## config.mk

```make
export PLATFORM = sky130hd
export DESIGN_NAME = uart_rx_param
export DESIGN_NICKNAME = d
export VERILOG_FILES = /design/src/rtl/uart_rx_param.sv
export SDC_FILE = /design/constraint.sdc
export NUM_CORES = 1
export LEC_CHECK = 0
export ABC_AREA = 1
export CORE_UTILIZATION = 39
export DETAILED_ROUTE_END_ITERATION = 6
export PLACE_DENSITY_LB_ADDON = 0.25
export SLEW_MARGIN = 20
export SYNTH_ARGS = -nofsm -noshare
export SYNTH_HDL_FRONTEND = slang
export SYNTH_SLANG_ARGS = --single-unit
```

## constraint.sdc

```tcl
create_clock -name clk -period 7.9 [get_ports clk]
set_input_delay 1.185 -clock clk [delete_from_list [all_inputs] [get_ports clk]]
set_output_delay 1.185 -clock clk [all_outputs]
set_load 0.02 [all_outputs]
```

## src/rtl/uart_rx_param.sv

```systemverilog
// Purpose: parameterised UART receiver with synchroniser, frame/parity checks and a one-word output register.
// Latency: outputs update 1 clk after the final stop sample; optional parity via UART_RX_PARITY_EN.
// Backpressure: rx_valid/rx_ready; a frame completing while a word is still held is dropped with an overrun pulse.
module uart_rx_param #(
    parameter int DATA_W      = 8,
    parameter int BAUD_W      = 20,
    parameter int STOP_BITS   = 1,
    parameter int SYNC_STAGES = 2
) (
    input  logic              clk,
    input  logic              rst,
    input  logic              rx_en,
    input  logic [BAUD_W-1:0] baud,
`ifdef UART_RX_PARITY_EN
    input  logic              parity_odd,
`endif
    input  logic              rx_in,
    output logic [DATA_W-1:0] rx_data,
    output logic              rx_valid,
    input  logic              rx_ready,
    output logic              frame_err,
    output logic              parity_err,
    output logic              overrun,
    output logic              busy
);
    localparam int CNT_W = $clog2(DATA_W + 1);

    typedef enum logic [2:0] {
        IDLE      = 3'd0,
        START     = 3'd1,
        DATA      = 3'd2,
        PARITY    = 3'd3,
        STOP      = 3'd4,
        WAIT_HIGH = 3'd5
    } state_t;

    state_t              state, state_d;
    logic [SYNC_STAGES-1:0] sync_q;
    logic                rx_s, rx_s_d, fall;
    logic [BAUD_W-1:0]   baud_lat, baud_cnt, tgt;
    logic [CNT_W-1:0]    bit_cnt;
    logic [DATA_W-1:0]   shreg;
    logic                ferr_acc, frame_bad, run, tick, complete;

    assign rx_s = sync_q[SYNC_STAGES-1];
    assign fall = rx_s_d & ~rx_s;
    assign busy = (state != IDLE);
    assign run  = (state == START) || (state == DATA) || (state == PARITY) || (state == STOP);
    // START waits half a bit to land mid-bit; every later sample is a full bit apart
    assign tgt  = (state == START) ? ((baud_lat >> 1) - BAUD_W'(1)) : (baud_lat - BAUD_W'(1));
    assign tick = run && (baud_cnt == tgt);
    assign frame_bad = ferr_acc | ~rx_s;

    always_ff @(posedge clk) begin
        if (rst) state <= IDLE;
        else     state <= state_d;
    end

    always_comb begin
        state_d  = state;
        complete = 1'b0;
        if (state != IDLE && !rx_en) begin
            state_d = IDLE;
        end else begin
            case (state)
                IDLE:      if (rx_en && fall) state_d = START;
                START:     if (tick) state_d = rx_s ? IDLE : DATA;
                DATA: begin
                    if (tick && bit_cnt == CNT_W'(DATA_W - 1)) begin
`ifdef UART_RX_PARITY_EN
                        state_d = PARITY;
`else
                        state_d = STOP;
`endif
                    end
                end
                PARITY:    if (tick) state_d = STOP;
                STOP: begin
                    if (tick && bit_cnt == CNT_W'(STOP_BITS - 1)) begin
                        complete = 1'b1;
                        state_d  = frame_bad ? WAIT_HIGH : IDLE;
                    end
                end
                WAIT_HIGH: if (rx_s) state_d = IDLE;
                default:   state_d = IDLE;
            endcase
        end
    end

`ifdef UART_RX_PARITY_EN
    logic par_bit, perr_q;
    assign parity_err = perr_q;
`else
    assign parity_err = 1'b0;
`endif

    always_ff @(posedge clk) begin
        if (rst) begin
            sync_q    <= '1;
            rx_s_d    <= 1'b1;
            baud_lat  <= '0;
            baud_cnt  <= '0;
            bit_cnt   <= '0;
            shreg     <= '0;
            ferr_acc  <= 1'b0;
            rx_data   <= '0;
            rx_valid  <= 1'b0;
            frame_err <= 1'b0;
            overrun   <= 1'b0;
`ifdef UART_RX_PARITY_EN
            par_bit   <= 1'b0;
            perr_q    <= 1'b0;
`endif
        end else begin
            sync_q  <= {sync_q[SYNC_STAGES-2:0], rx_in};
            rx_s_d  <= rx_s;
            overrun <= 1'b0;
            if (state == IDLE && state_d == START) baud_lat <= baud;

            if (state_d != state || tick) baud_cnt <= '0;
            else if (run)                 baud_cnt <= baud_cnt + BAUD_W'(1);

            if (state_d != state) bit_cnt <= '0;
            else if (tick)        bit_cnt <= bit_cnt + CNT_W'(1);

            if (state == DATA && tick) shreg <= {rx_s, shreg[DATA_W-1:1]};

            if (state == IDLE)              ferr_acc <= 1'b0;
            else if (state == STOP && tick) ferr_acc <= frame_bad;
`ifdef UART_RX_PARITY_EN
            if (state == PARITY && tick) par_bit <= rx_s;
`endif
            if (complete) begin
                if (!rx_valid || rx_ready) begin
                    rx_data   <= shreg;
                    rx_valid  <= 1'b1;
                    frame_err <= frame_bad;
`ifdef UART_RX_PARITY_EN
                    perr_q    <= ((^shreg) ^ par_bit) != parity_odd;
`endif
                end else begin
                    overrun <= 1'b1;
                end
            end else if (rx_valid && rx_ready) begin
                rx_valid <= 1'b0;
            end
        end
    end
endmodule
```

# [Yosys cells after proc, flatten, opt, wreduce, memory -nomap -nowiden]
# Cells that the tools add are included.
[op_classes] n_addsub=4 n_eq_ne=10 mux=18 n_bitwise=4 reduce_logical=26
[ops] operator="$mux 3" count=8
[ops] operator="$add 20x1->20 const B" count=1
[ops] operator="$eq 20x20->1" count=1
[ops] operator="$mux 20" count=1
[ops] operator="$sub 19x1->20 const B" count=1
[ops] operator="$sub 20x1->20 const B" count=1
[ops] operator="$pmux 3 s6" count=1
[ops] operator="$logic_and 1x1->1" count=9
[ops] operator="$reduce_or 2->1" count=4
[ops] operator="$mux 1" count=7
[ops] operator="$eq 3x1->1 const B" count=2
[ops] operator="$eq 3x2->1 const B" count=2
[ops] operator="$eq 3x3->1 const B" count=2
[ops] operator="$logic_or 1x1->1" count=5
[ops] operator="$add 4x1->4 const B" count=1
[ops] operator="$eq 4x3->1 const B" count=1
[ops] operator="$logic_not 4->1" count=1
[ops] operator="$reduce_and 2->1" count=2
[ops] operator="$logic_not 3->1" count=1
[ops] operator="$ne 3x3->1" count=1
[ops] operator="$reduce_bool 3->1" count=1
[ops] operator="$logic_not 1->1" count=2
[ops] operator="$mux 2" count=1
[ops] operator="$ne 2x1->1 const B" count=1
[ops] operator="4 further kinds" count=5
[word_totals] ff_bits=70 input_bits=25 output_inout_bits=13 wordCells=74

# [Depth between registers and ports, before layout]
[depth] depth_word=12 ltp_mapped=29 depth_no_buf=27

# [Least setup slack after synthesis]
# Ideal clock, no wire load.
[synth_timing] path_kind="flip-flop to flip-flop" start="reg state[2]" end="reg rx_data[6]" setup_ps=139 arrival_ps=2881 required_time_ps=7761 setup_slack_ps=4880 stages_incl_launch_ff=22 n_path_buf=2 period_less_slack_ps=3020 path_cell_list="dfxtp_1 -> inv_4 -> nand3_4 -> buf_6 -> nand2_2 -> nand2_4 -> ha_1 -> nand3_1 -> nor2_2 -> nand3_1 -> nand2_1 -> nand2_1 -> nand2_1 -> and2_1 -> nand4_1 -> nor2_4 -> nand3_2 -> nor4_4 -> nand2_4 -> buf_6 -> nor2_1 -> a211oi_2"
[synth_between] elab_chain_len=10 word_cells_on_any_way=17
[synth_rtl] item="start, declared" line_no="37" rtl="state_t state, state_d;"
[synth_rtl] item="start signal, assigned" line_no="56" rtl="else state <= state_d;"
[synth_rtl] item="branches (longest 8 deep; another with $mux 20)"
[synth_rtl] item="$mux 1 (*)" line_no="62" rtl="if (state != IDLE && !rx_en) begin"
[synth_rtl] item="$reduce_and 2->1 (no line) (*)"
[synth_rtl] item="end signal, assigned" line_no="135" rtl="rx_data <= shreg;"
[synth_rtl] item="end, declared" line_no="18" rtl="output logic [DATA_W-1:0] rx_data,"
# Mark *: on every way between the ends.
# A chain may end at the register's enable or synchronous reset.

# [Final worst setup path]
[layout_timing] start="reg state[0]" end="reg baud_cnt[6]"
[layout_between] elab_chain_len=12 word_cells_on_any_way=27
[layout_rtl] item="branches (longest 12 deep; another with $mux 20)"
[layout_rtl] item="end signal, assigned" line_no="121" rtl="else if (run) baud_cnt <= baud_cnt + BAUD_W'(1);"
[layout_rtl] item="end, declared" line_no="40" rtl="logic [BAUD_W-1:0] baud_lat, baud_cnt, tgt;"
# Parallel ways; which one is timed is not known.

==> results.sh <==
export IMPL_status="finished clean"
export IMPL_cts_made_buffers=9
export IMPL_postCtsHoldBufs=0
export IMPL_synth_common_cells="nand2_1 (191), inv_1 (95), nor2_1 (76)"
export IMPL_grt_pass1_wl_um=20200
export IMPL_synth_top_area_cell="dfxtp_1"
export IMPL_ant_nets=0
export IMPL_drc=0
export IMPL_fmax_mhz=234
export IMPL_drive_gt1_share_pct=12.5
export IMPL_muxShareOfSynthArea_pct=0.416
export IMPL_gp_routability_congestion=0.979
export IMPL_critPathCaptureType="flop"
export IMPL_drt_iter0_drc=287
export IMPL_vias=4636
export IMPL_min_period_over_period_pct=54.0
export IMPL_core_area_sq_um=12000
export IMPL_yosysSeqAreaShare_pct=29.1
export IMPL_crit_fanout=20
export IMPL_synth_avg_cell_area_sq_um=6.47
export IMPL_die_x_um=113
export IMPL_die_height_um=113
export IMPL_crit_chain="nand2_2 > nor2_2 > nand2_1 > nand2_4 > ha_1 > nand3_1 > nor2_2 > nand3_1 > nor2_1 > nand2_1 > nand3_1 > nand4_1 > nor2_4 > nand4_1 > nand3_1 > nand2_1 > nand2_1 > nand3_1 > nor2_2 > nand3_2 > nor2_2"
export IMPL_die_area_sq_um=12800
export IMPL_antenna_found_initial=0
export IMPL_wire_per_inst_um=13.0
export IMPL_clk_pin_slew_worst_paths_ns=0.06
export IMPL_ctsResizeCount=0
export IMPL_synthTopCellsByArea="dfxtp_1 (29%), nand2_1 (15%), inv_1 (7.4%), nand3_1 (7.1%), nor2_1 (5.9%)"
export IMPL_start_kind="flop"
export IMPL_fin_hold_ws_ns=0.410
export IMPL_syn_num_nets=773
export IMPL_synth_fa_ha_area_share_pct=1.04
export IMPL_slew_headroom_pct=45.1
export IMPL_io_pins=38
export IMPL_cts_sinks=70
export IMPL_max_stage_delay_ns=0.55
export IMPL_path_common_cell="nand3_1"
export IMPL_grt_ovfl_total=0
export IMPL_root_buffer="clkbuf_16"
export IMPL_io_buffers=36
export IMPL_synth_compound_area_share_pct=9.41
export IMPL_finalCriticalPeriod_ns=4.27
export IMPL_syn2layout_area_growth_pct=14.3
export IMPL_total_power_uw=971
export IMPL_critical_path_arrival_ns=4.54
export IMPL_synthSimpleGateAreaFrac_pct=42.7
export IMPL_crit_type="reg -> reg"
export IMPL_async_flop_share_pct=0
export IMPL_cts_htree_levels=3
export IMPL_synth_top_area_share_pct=29.1
export IMPL_grt_max_degree=40
export IMPL_final_nets=801
export IMPL_clk_latency_ns=0.35
export IMPL_hold_class="reg -> reg"
export IMPL_drv_cap=0
export IMPL_drt_wl_total_um=12100
export IMPL_setup_viol=0
export IMPL_fin_util_pct=45.8
export IMPL_post_dp_hpwl_um=9500
export IMPL_crit_slowest_cell="dfxtp_1"
export IMPL_power_leakage_nw=2.41
export IMPL_gr_usage_all_layers_pct=20.0
export IMPL_synth_most_common_cell="nand2_1"
export IMPL_cpLargestDelayFamily="simple AND/OR/NAND/NOR gates"
export IMPL_tightest_slew_ns=0.823
export IMPL_ys_ff_latch=70
export IMPL_start_util_pct=40.1
export IMPL_ys_types=44
export IMPL_avgViaCountPerCell=5.02
export IMPL_num_rows=40
export IMPL_report_final_slew_viol_count=0
export IMPL_final_hold_viol_count=0
export IMPL_clk_path_buf_depth=2
export IMPL_ys_flop_type="dfxtp_1"
export IMPL_critPathRequiredTime_ns=8.17
export IMPL_drt_first_pass_iters=5
export IMPL_tns_ns=0
export IMPL_synth_top_family_by_area="simple AND/OR/NAND/NOR gates"
export IMPL_rsz0062_at_grt="false"
export IMPL_synth_edff_count=0
export IMPL_synthCells=744
export IMPL_regArea_sq_um=1400
export IMPL_yosys_warnings=0
export IMPL_synth_area_sq_um=4810
export IMPL_fin_skew_ns=0.00658
export IMPL_multi_input_area_sq_um=2880
export IMPL_n_antenna_cell=0
export IMPL_worst_path_buf_inv=0
export IMPL_synth_xor_area_share_pct=6.27
export IMPL_power_density_nw_per_um2=177
export IMPL_cts_tree="built"
export IMPL_ir_drop_mv=0.128
export IMPL_cts_setup_buffers=0
export IMPL_nFillCells=1249
export IMPL_grt_pass1_vias=4205
==> sequential cells by signal, indices dropped and copies added, names as in the netlist <==
register   count
baud_cnt      20
baud_lat      20
rx_data        8
shreg          8
bit_cnt        4
state          3
sync_q         2
ferr_acc       1
frame_err      1
overrun        1
rx_s_d         1
rx_valid       1
==> power by group <==
part	internal [mW]	switching, mW	total (mW)
clock network	0.216	0.172	0.389
registers	0.358	0.00339	0.361
logic	0.0773	0.144	0.222
==> worst paths after layout <==
kind | startpoint | to | slack [ns] | depth (start not counted)
setup / recovery | state[0]$_SDFF_PP0_ | baud_cnt[6]$_SDFFE_PP0P_ | 3.63 | 21
hold / removal | sync_q[0]$_SDFF_PP1_ | sync_q[1]$_SDFF_PP1_ | 0.41 | 1
setup reg to reg | state[0]$_SDFF_PP0_ | baud_cnt[6]$_SDFFE_PP0P_ | 3.63 | 21
hold reg to reg | sync_q[0]$_SDFF_PP1_ | sync_q[1]$_SDFF_PP1_ | 0.41 | 1
==> through the flow <==
step / instances / cell area [sq um] / setup slack, ns
6_report: 924 / 5500 / 3.63
3_5_place_dp: 908 / 5220 / 3.63
2_1_floorplan: 744 / 4810 / 4.88
3_3_place_gp: 908 / 5220 / 3.71
5_1_grt: 924 / 5500 / 3.15
4_1_cts: 924 / 5500 / 3.63
==> kinds of logic (layout without fill, tap and decap cells) <==
family / after synthesis / count (layout)
mux: 2 / 2
fa+ha+maj: 4 / 4
compound gates: 80 / 80
flops: 70 / 70
xor+xnor: 32 / 32
buf+inv: 120 / 153
other cells: 1 / 1
simple gates: 435 / 435
==> placed cells by master, fill, tap and decap left out, types with 2 or more instances in the layout <==
cell type	synthesis	layout
nand2_1	191	191
inv_1	95	95
nor2_1	76	76
dfxtp_1	70	70
nand3_1	68	68
o21ai_0	36	36
clkdlybuf4s50_1	0	36
nor2_2	33	33
a21oi_1	30	30
xor2_1	25	25
nand2_2	18	18
nand4_1	15	15
clkbuf_16	0	9
nor3_1	7	7
xnor2_1	5	5
a211oi_2	5	5
nand2_4	4	4
nand3_2	4	4
o21ai_1	4	4
ha_1	4	4
nor2_4	3	3
nor3_2	3	3
a211oi_1	3	3
clkinv_4	0	3
inv_2	2	2
and2_1	2	2
nor3b_1	2	2
nor4_1	2	2
mux2i_1	2	2
or2_2	2	2
buf_4	4	2
==> metal layers <==
layer  vias to the layer above  track usage (%)  share of wire [%]
li1                       2407                -                  -
met1                      2102             28.0                 51
met2                       103             29.6                 42
met3                        24             4.18                4.6
met4                         0             8.68                2.3
met5                         -                0                  0
==> worst reg2reg max path: stages, from the launching register on <==
cell	delay [ns]
dfxtp_1	0.55
nand2_2	0.11
nor2_2	0.42
nand2_1	0.19
nand2_4	0.13
ha_1	0.23
nand3_1	0.11
nor2_2	0.19
nand3_1	0.17
nor2_1	0.13
nand2_1	0.10
nand3_1	0.15
nand4_1	0.16
nor2_4	0.21
nand4_1	0.10
nand3_1	0.13
nand2_1	0.08
nand2_1	0.07
nand3_1	0.08
nor2_2	0.16
nand3_2	0.49
nor2_2	0.24
==> final cells by class <==
cell class / instances / share of cell area [%]
clock inverter: 7 / 1.07
sequential: 70 / 25.5
timing repair buffer: 38 / 6.83
inverter: 99 / 6.80
tap: 147 / 3.34
multi-input combinational: 554 / 52.4
clock buffer: 9 / 4.10
Power figures use the tool's default switching activity.
